`src/rtl/snn_pkg.sv`:
```
// Shared types and helpers for the SNN output-stage decoder.
package snn_pkg;

   typedef enum logic [1:0] {IDLE, ACCUM, SCAN, DONE} dec_state_t;

   // Index width that stays at least one bit even for a single-entry array.
   function automatic int clog2_min1(input int n);
      return ($clog2(n) > 1) ? $clog2(n) : 1;
   endfunction

endpackage

```
`src/rtl/spike_counter_bank.sv`:
```
// Bank of per-neuron saturating spike counters with a single indexed read port.
module spike_counter_bank
   import snn_pkg::*;
#(
   parameter int N_NEURONS = 8,
   parameter int CNT_W     = 8,
   parameter int IDX_W     = clog2_min1(N_NEURONS)
) (
   input  logic             clk,
   input  logic             rst,
   input  logic             clear_i,
   input  logic             inc_en_i,
   input  logic             spikes_i [N_NEURONS],
   input  logic [IDX_W-1:0] rd_idx_i,
   output logic [CNT_W-1:0] rd_cnt_o
);

   localparam logic [CNT_W-1:0] CNT_MAX = {CNT_W{1'b1}};

   logic [CNT_W-1:0] cnt_q [N_NEURONS];

   always_ff @(posedge clk or negedge rst) begin
      if (!rst) begin
         for (int i = 0; i < N_NEURONS; i++) cnt_q[i] <= '0;
      end else if (clear_i) begin
         for (int i = 0; i < N_NEURONS; i++) cnt_q[i] <= '0;
      end else if (inc_en_i) begin
         for (int i = 0; i < N_NEURONS; i++) begin
            if (spikes_i[i] && (cnt_q[i] != CNT_MAX)) cnt_q[i] <= cnt_q[i] + CNT_W'(1);
         end
      end
   end

   assign rd_cnt_o = cnt_q[rd_idx_i];

endmodule

```
`src/rtl/spike_count_decoder.sv`:
```
// Spike-count window decoder with sequential argmax and valid/ready result hold.
// Optional tie flag output enabled by defining SPIKE_DEC_TIE_EN.
//
// state | meaning
// IDLE  | waiting for start
// ACCUM | counting spikes over WINDOW valid timesteps
// SCAN  | one counter per cycle, tracking the lowest-index maximum
// DONE  | result held until the host handshake
module spike_count_decoder
   import snn_pkg::*;
#(
   parameter int N_NEURONS = 8,
   parameter int WINDOW    = 64,
   parameter int CNT_W     = 8
) (
   input  logic                 clk,
   input  logic                 rst,
   input  logic                 start,
   input  logic                 step_valid,
   input  logic                 spikes_in [N_NEURONS],
   output logic                 busy,
   output logic                 result_valid,
   input  logic                 result_ready,
   output logic [clog2_min1(N_NEURONS)-1:0] class_idx,
   output logic [CNT_W-1:0]     class_count
`ifdef SPIKE_DEC_TIE_EN
   ,
   output logic                 tie
`endif
);

   localparam int IDX_W = clog2_min1(N_NEURONS);
   localparam int SC_W  = $clog2(WINDOW + 1);
   localparam logic [SC_W-1:0]  LAST_STEP = SC_W'(WINDOW - 1);
   localparam logic [IDX_W-1:0] LAST_J    = IDX_W'(N_NEURONS - 1);

   dec_state_t       state_q, state_d;
   logic [SC_W-1:0]  step_cnt_q, step_cnt_d;
   logic [IDX_W-1:0] scan_j_q, scan_j_d;
   logic [IDX_W-1:0] best_idx_q, best_idx_d;
   logic [CNT_W-1:0] best_cnt_q, best_cnt_d;
   logic [CNT_W-1:0] rd_cnt;
   logic             clear, inc_en;
`ifdef SPIKE_DEC_TIE_EN
   logic             tie_q, tie_d;
`endif

   spike_counter_bank #(
      .N_NEURONS (N_NEURONS),
      .CNT_W     (CNT_W),
      .IDX_W     (IDX_W)
   ) u_bank (
      .clk      (clk),
      .rst      (rst),
      .clear_i  (clear),
      .inc_en_i (inc_en),
      .spikes_i (spikes_in),
      .rd_idx_i (scan_j_q),
      .rd_cnt_o (rd_cnt)
   );

   always_ff @(posedge clk or negedge rst) begin
      if (!rst) begin
         state_q    <= IDLE;
         step_cnt_q <= '0;
         scan_j_q   <= '0;
         best_idx_q <= '0;
         best_cnt_q <= '0;
`ifdef SPIKE_DEC_TIE_EN
         tie_q      <= 1'b0;
`endif
      end else begin
         state_q    <= state_d;
         step_cnt_q <= step_cnt_d;
         scan_j_q   <= scan_j_d;
         best_idx_q <= best_idx_d;
         best_cnt_q <= best_cnt_d;
`ifdef SPIKE_DEC_TIE_EN
         tie_q      <= tie_d;
`endif
      end
   end

   always_comb begin
      state_d    = state_q;
      step_cnt_d = step_cnt_q;
      scan_j_d   = scan_j_q;
      best_idx_d = best_idx_q;
      best_cnt_d = best_cnt_q;
      clear      = 1'b0;
      inc_en     = 1'b0;
`ifdef SPIKE_DEC_TIE_EN
      tie_d      = tie_q;
`endif
      case (state_q)
         IDLE: begin
            if (start) begin
               clear      = 1'b1;
               step_cnt_d = '0;
               state_d    = ACCUM;
            end
         end
         ACCUM: begin
            if (step_valid) begin
               inc_en     = 1'b1;
               step_cnt_d = step_cnt_q + SC_W'(1);
               if (step_cnt_q == LAST_STEP) begin
                  state_d  = SCAN;
                  scan_j_d = '0;
               end
            end
         end
         SCAN: begin
            // Strict compare keeps the earliest index on equal counts.
            if (scan_j_q == '0) begin
               best_cnt_d = rd_cnt;
               best_idx_d = '0;
`ifdef SPIKE_DEC_TIE_EN
               tie_d      = 1'b0;
`endif
            end else if (rd_cnt > best_cnt_q) begin
               best_cnt_d = rd_cnt;
               best_idx_d = scan_j_q;
`ifdef SPIKE_DEC_TIE_EN
               tie_d      = 1'b0;
`endif
            end else if (rd_cnt == best_cnt_q) begin
`ifdef SPIKE_DEC_TIE_EN
               tie_d      = 1'b1;
`endif
            end
            if (scan_j_q == LAST_J) state_d = DONE;
            else                    scan_j_d = scan_j_q + IDX_W'(1);
         end
         DONE: begin
            if (result_ready) state_d = IDLE;
         end
         default: state_d = IDLE;
      endcase
   end

   assign busy         = (state_q == ACCUM) || (state_q == SCAN);
   assign result_valid = (state_q == DONE);
   assign class_idx    = best_idx_q;
   assign class_count  = best_cnt_q;
`ifdef SPIKE_DEC_TIE_EN
   assign tie          = tie_q && (state_q == DONE);
`endif

endmodule

```
`config.mk`:
```
export PLATFORM = sky130hd
export DESIGN_NAME = spike_count_decoder
export DESIGN_NICKNAME = d
export VERILOG_FILES = /design/src/rtl/snn_pkg.sv /design/src/rtl/spike_counter_bank.sv /design/src/rtl/spike_count_decoder.sv
export SDC_FILE = /design/constraint.sdc
export NUM_CORES = 1
export LEC_CHECK = 0
export ABC_AREA = 1
export CAP_MARGIN = 20
export CORE_UTILIZATION = 55
export DETAILED_ROUTE_END_ITERATION = 6
export PLACE_DENSITY_LB_ADDON = 0.05
export SYNTH_ARGS = -nofsm -noshare
export SYNTH_HDL_FRONTEND = slang
export SYNTH_SLANG_ARGS = --single-unit
```
`constraint.sdc`:
```
create_clock -name clk -period 1.9 [get_ports clk]
set_input_delay 0.38 -clock clk [delete_from_list [all_inputs] [get_ports clk]]
set_output_delay 0.38 -clock clk [all_outputs]
set_load 0.05 [all_outputs]
```
==> impl_metrics.json, run 1 <==
{
  "fin_cells": 1054,
  "clockRootBuffer": "clkbuf_8",
  "ys_async_sr_fraction": 1.00,
  "drtPass1Iterations": 5,
  "setup_slack_ps": -343,
  "cap_violations": 0,
  "maxSlewViolCount": 0,
  "pwr_density_cell_nw_per_um2": 1360,
  "worstPathRequired_ps": 2170,
  "leakage_nw": 3.63,
  "syn_area_um2": 5650,
  "yosys.area.top_type": "dfrtp_1",
  "grt_pass1_vias": 5335,
  "initial_core_util": 0.573,
  "fillerInstances": 828,
  "crit_arrival_ps": 2510,
  "pre_cts_slack_ps": -379,
  "grt_pass1_wl_um": 24000,
  "num_rows": 36,
  "routabilityCongestion": 0.915,
  "cts_htree_levels": 3,
  "synth_most_common_cell": "nand2_1",
  "yosys-top-cells-area": "dfrtp_1, nand2_1, nand3_1",
  "finalSetupViolCount": 11,
  "io_buffers": 25,
  "vias": 5622,
  "fmax_ghz": 0.446,
  "grt_max_degree": 88,
  "syn_nets": 829,
  "power_mw": 9.63,
  "yosysTopAreaCellShare": 0.385,
  "yosysWarnings": 0,
  "fin_nets": 955,
  "dieWidth_um": 103,
  "synthCells": 791,
  "tritoncts": "built",
  "slew_headroom": 0.677,
  "critPathKind": "register to register",
  "synthFlopType": "dfrtp_1",
  "grt_remaining_overflow": 0,
  "fin_worst_skew_ps": 9.02,
  "route.detailed.drc": 0,
  "status": "finished, violations left",
  "clkTransAtPathRegs_ps": 90,
  "ff_latch_area_um2": 2180,
  "violations": "setup timing",
  "antenna_found_initial": 0,
  "wl_per_cell_um": 14.0,
  "clkLatencyLatePin_ps": 370,
  "ant_nets": 0,
  "reg2reg_from": "scan_j_q[0]",
  "crit_fanout": 14,
  "avgSynthCellArea_um2": 7.14,
  "core-area_um2": 9860,
  "final_hold_viol_count": 0,
  "critPathLaunch": "scan_j_q[0]",
  "drt_wl_total_um": 14700,
  "ir_drop_uv": 1180,
  "ctsHoldBuffers": 0,
  "dieArea_um2": 10700,
  "drive_gt1_frac": 0.202,
  "dp_hpwl_um": 11100,
  "synthDistinctLibCells": 34,
  "via_per_inst": 5.33,
  "antenna_cells": 0,
  "numCtsBuffers": 9,
  "hold_class": "input port to async pin",
  "syn2layout_area_growth_pct": 25.4,
  "die-height_um": 103,
  "synth_edf_count": 0,
  "finalCritPeriodShare": 1.18,
  "worstSetupEndpointType": "register",
  "ys_ff_latch": 87,
  "num_io_pins": 26,
  "synth_common_cells": "nand2_1, inv_1, dfrtp_1",
  "crit_path_start_kind": "register",
  "cts.sinks": 87,
  "synth-seq-area-share": 0.385,
  "rsz0062_at_grt": "yes",
  "placedCellCount": 1037,
  "first_iter_violations": 313,
  "grtUsageTotal": 0.294,
  "worst_pin_slew_ps": 484,
  "multi_input_area_um2": 3010,
  "final.min_clock_period_ps": 2240,
  "clockBufferDepth": 2
}
-- worst max-delay path, stage by stage, from the launching register on --
cell and delay (ps):
dfrtp_2 440, inv_2 110, buf_12 140, a21oi_1 70, o21ai_1 80, nand2_1 80, nand2_1 60, nand2_1 100
ha_1 280, nand2_1 40, inv_1 70, nand2_1 50, nand2_1 50, nand2_1 40, nand2_1 50, nand2_1 40
nand2_1 80, nand2_1 50, buf_4 170, nand2_1 70, nand2_1 50
-- power breakdown --
group / total (mW) / internal, mW / leakage (nW) / switching, mW
Clock: 1.28 / 0.603 / 0.0827 / 0.674
Sequential: 2.57 / 2.27 / 1.18 / 0.296
Combinational: 5.78 / 2.38 / 2.37 / 3.40
Total: 9.63 / 5.25 / 3.63 / 4.37
-- area by class of cell --
| type | count | share of cell area |
|---|---|---|
| Clock buffer | 12 | 0.0191 |
| Clock inverter | 3 | 0.00636 |
| Inverter | 107 | 0.0567 |
| Multi-Input combinational cell | 573 | 0.425 |
| Sequential cell | 87 | 0.307 |
| Tap cell | 133 | 0.0235 |
| Timing Repair Buffer | 139 | 0.162 |
-- per-layer routing --
metal  track usage  routed length [um]  share of wire  up-vias
met2         0.489                7030           0.48      132
met4         0.119                 372          0.025        0
met5             0                   0              0        -
met1         0.391                6740           0.46     2652
met3        0.0356                 578          0.039       27
li1              -                   -              -     2811
-- registers in the layout, summed over array words and instances (netlist names) --
| name | cells |
|---|---|
| step_cnt_q | 7 |
| class_count | 8 |
| u_bank.cnt_q | 64 |
| scan_j_q | 3 |
| state_q | 2 |
| class_idx | 3 |
-- kinds of logic (layout without fill, tap and decap cells) --
group	after synthesis	count (layout)	share of synthesized area
adders and majority gates	25	25	0.0554
and+or+nand+nor	394	394	0.311
buffers and inverters	131	261	0.0913
DFF	87	87	0.385
AOI/OAI and AO/OA	130	130	0.120
xor gates and xnor gates	24	24	0.0372
-- worst paths after layout --
| path | endpoint | slack [ps] | cells after the start |
|---|---|---|---|
| min | u_bank.cnt_q[51] | 20 | 2 |
| min in group clk | class_idx[1] | 480 | 2 |
| max reg2reg | class_count[7] | -340 | 20 |
| max in group asynchronous | class_count[5] | 1490 | 2 |
| max | class_count[7] | -340 | 20 |
| min reg2reg | class_idx[1] | 480 | 2 |
-- timing repair --
action,in CTS,in global routing
endpoints found under the setup margin,11,21
pin swaps,2,5
gates resized for setup,15,17
buffers inserted,1,1
-- through the flow --
stage / util / hold WS [ps] / TNS (ps) / cell area [um2]
3_5_place_dp: 0.691 / 458 / -3950 / 6820
2_1_floorplan: - / 84.4 / -1240 / 5680
3_3_place_gp: 0.691 / 458 / -3540 / 6820
4_1_cts: 0.713 / 64.6 / -3380 / 7030
6_report: 0.718 / 20.3 / -3640 / 7080
5_1_grt: 0.718 / 67.5 / -6270 / 7080
-- layout by cell type, fill, tap and decap left out, types with 13 or more instances in the layout --
| cell type | instances |
|---|---|
| nand2_1 | 192 |
| buf_4 | 120 |
| inv_1 | 100 |
| dfrtp_1 | 86 |
| nand3_1 | 79 |
| nor2_1 | 62 |
| o21ai_0 | 46 |
| a21oi_1 | 39 |
| o21ai_1 | 31 |
| ha_1 | 24 |
| xor2_1 | 20 |
| nand4_1 | 13 |
(Power assumes the default switching activity.)
==> inputs of run 2 (changes only) <==
==> constraint.sdc (replaced) <==
create_clock -name clk -period 2.3 [get_ports clk]
set_input_delay 0.46 -clock clk [delete_from_list [all_inputs] [get_ports clk]]
set_output_delay 0.46 -clock clk [all_outputs]
set_load 0.05 [all_outputs]
==> run 2 against run 1 <==
  * Count of clock-buffer cells in the layout did not move
  * Critical path depth fell by 5
  * First-iteration DRC count fell by 27%
  * Register-to-register slack improved by 390 ps
  * Clock power barely moved
  * Final cell count fell by 8.1%
  * Sequential power fell by 13%
  * Hold slack improved by 34 ps
  * The run now ends clean
  * Global-route usage fell by 2.0 points
==> impl_metrics.json, run 2 (synthesis gave the netlist of run 1 again) <==
{
  "antenna_found_initial": 0,
  "final_cell_mix": "nand2_1, inv_1, dfrtp_1",
  "fin_nets": 869,
  "syn2layout_area_growth_pct": 14.4,
  "r2r_end": "class_count[0]",
  "dieWidth_um": 103,
  "worstPathRequired_ps": 2560,
  "ir_drop_uv": 560,
  "grt_pass1_wl_um": 22500,
  "rsz0062_at_grt": "yes",
  "multi_input_area_um2": 2990,
  "fin_cells": 969,
  "clkLatencyLatePin_ps": 370,
  "critPathKind": "register to register",
  "io_buffers": 25,
  "slew_headroom": 0.658,
  "worstSetupEndpointType": "register",
  "ff_latch_area_um2": 2180,
  "clockRootBuffer": "clkbuf_8",
  "num_rows": 36,
  "drive_gt1_frac": 0.100,
  "regToRegSetupSlack_ps": 50,
  "core-area_um2": 9860,
  "busiest_layer": "met2",
  "grtUsageTotal": 0.274,
  "drt_wl_total_um": 14000,
  "final_common_cell": "nand2_1",
  "status": "finished clean",
  "reg2reg_depth": 15,
  "postPlaceCellArea_um2": 6170,
  "fin_worst_skew_ps": 11.7,
  "dieArea_um2": 10700,
  "hold_class": "input port to async pin",
  "clockBufferDepth": 2,
  "grt_max_degree": 41,
  "grtUsageMet1": 0.349,
  "finalCritPeriodShare": 0.980,
  "finalSetupViolCount": 0,
  "power_mw": 7.51,
  "drtPass1Iterations": 5,
  "whs_ps": 54.0,
  "maxSlewViolCount": 0,
  "fin_area_um2": 6460,
  "use_met2": 0.483,
  "fmax_ghz": 0.444,
  "first_iter_violations": 230,
  "vias": 5281,
  "worst_pin_slew_ps": 514,
  "reg2reg_from": "scan_j_q[0]",
  "via_per_inst": 5.45,
  "cts_htree_levels": 3,
  "cts.sinks": 87,
  "final_hold_viol_count": 0,
  "largest_register_ffs": 64,
  "top_register": "u_bank.cnt_q",
  "dp_hpwl_um": 10600,
  "grt_remaining_overflow": 0,
  "crit_fanout": 30,
  "use_met3": 0.0329,
  "crit_path_start_kind": "register",
  "tritoncts": "built",
  "crit_arrival_ps": 2520,
  "num_io_pins": 26,
  "placedCellCount": 952,
  "clkTransAtPathRegs_ps": 100,
  "numCtsBuffers": 9,
  "cap_violations": 0,
  "initial_core_util": 0.573,
  "routabilityCongestion": 0.886,
  "pwr_density_cell_nw_per_um2": 1160,
  "antenna_cells": 0,
  "wl_per_cell_um": 14.4,
  "final.min_clock_period_ps": 2250,
  "fillerInstances": 870,
  "ctsHoldBuffers": 0,
  "leakage_nw": 3.20,
  "die-height_um": 103,
  "ant_nets": 0,
  "grt_pass1_vias": 4928,
  "route.detailed.drc": 0
}
[run 2: cell count changes in the layout (fill, tap and decap cells not counted), sizes merged]
cell           before  now
buf               128   30
clkdlybuf4s50      11   23
bufinv              1    2
inv               107  108
clkinvlp            2    1
[run 2: report_power, final]
part           internal (mW)  switching, mW  total [mW]  leakage, nW
sequential              1.87          0.364        2.24         1.18
combinational           1.49           2.53        4.02         1.90
clock                  0.676          0.575        1.25        0.113
[run 2: final cells by class]
type / instances / area share
multi-input combinational: 573 / 0.463
sequential: 87 / 0.337
timing repair buffer: 53 / 0.0768
inverter: 107 / 0.0621
tap: 133 / 0.0257
clock buffer: 12 / 0.0240
clock inverter: 4 / 0.0118
[run 2: worst max-delay path by stage]
stage                     cells after the start        endpoint  slack, ps        start
after floorplan                              21  class_count[0]        180  scan_j_q[1]
final                                        15  class_count[0]         50  scan_j_q[0]
after global routing                         15  class_count[2]       -140  scan_j_q[1]
after detailed placement                     18  class_count[2]        -80  scan_j_q[0]
after global placement                       18  class_count[4]        -20  scan_j_q[0]
after CTS                                    15  class_count[0]          7  scan_j_q[0]
[run 2: what timing repair did]
item / in CTS / in global routing
setup endpoints to repair: 11 / 11
gates resized for setup: 2 / 28
pin swaps: 0 / 1
setup buffers: 0 / 1
gates cloned: 0 / 0
[run 2: worst max-delay path: stages (launching register included)]
cell and delay, ps:
dfrtp_2 450, buf_12 170, a21oi_2 150, o21ai_0 90, o21ai_0 80, nand2_1 90, nand2_2 90, ha_1 250
a21o_1 190, nor2_1 90, nand2_1 60, nand2_1 60, nand2_2 80, buf_6 150, nand3_1 70, nand2_1 70
[run 2: per-stage QoR]
step,setup WS [ps],TNS (ps),util
6_report,46.9,0,0.655
5_1_grt,-136,-1300,0.655
4_1_cts,7.26,0,0.650
3_3_place_gp,-22.2,-195,0.626
2_1_floorplan,179,0,-
3_5_place_dp,-81.1,-734,0.626
[run 2: routing by layer]
metal  share of wire  up-vias
li1                -     2642
met4           0.018        0
met2            0.50      123
met5               0        -
met1            0.45     2492
met3           0.036       24
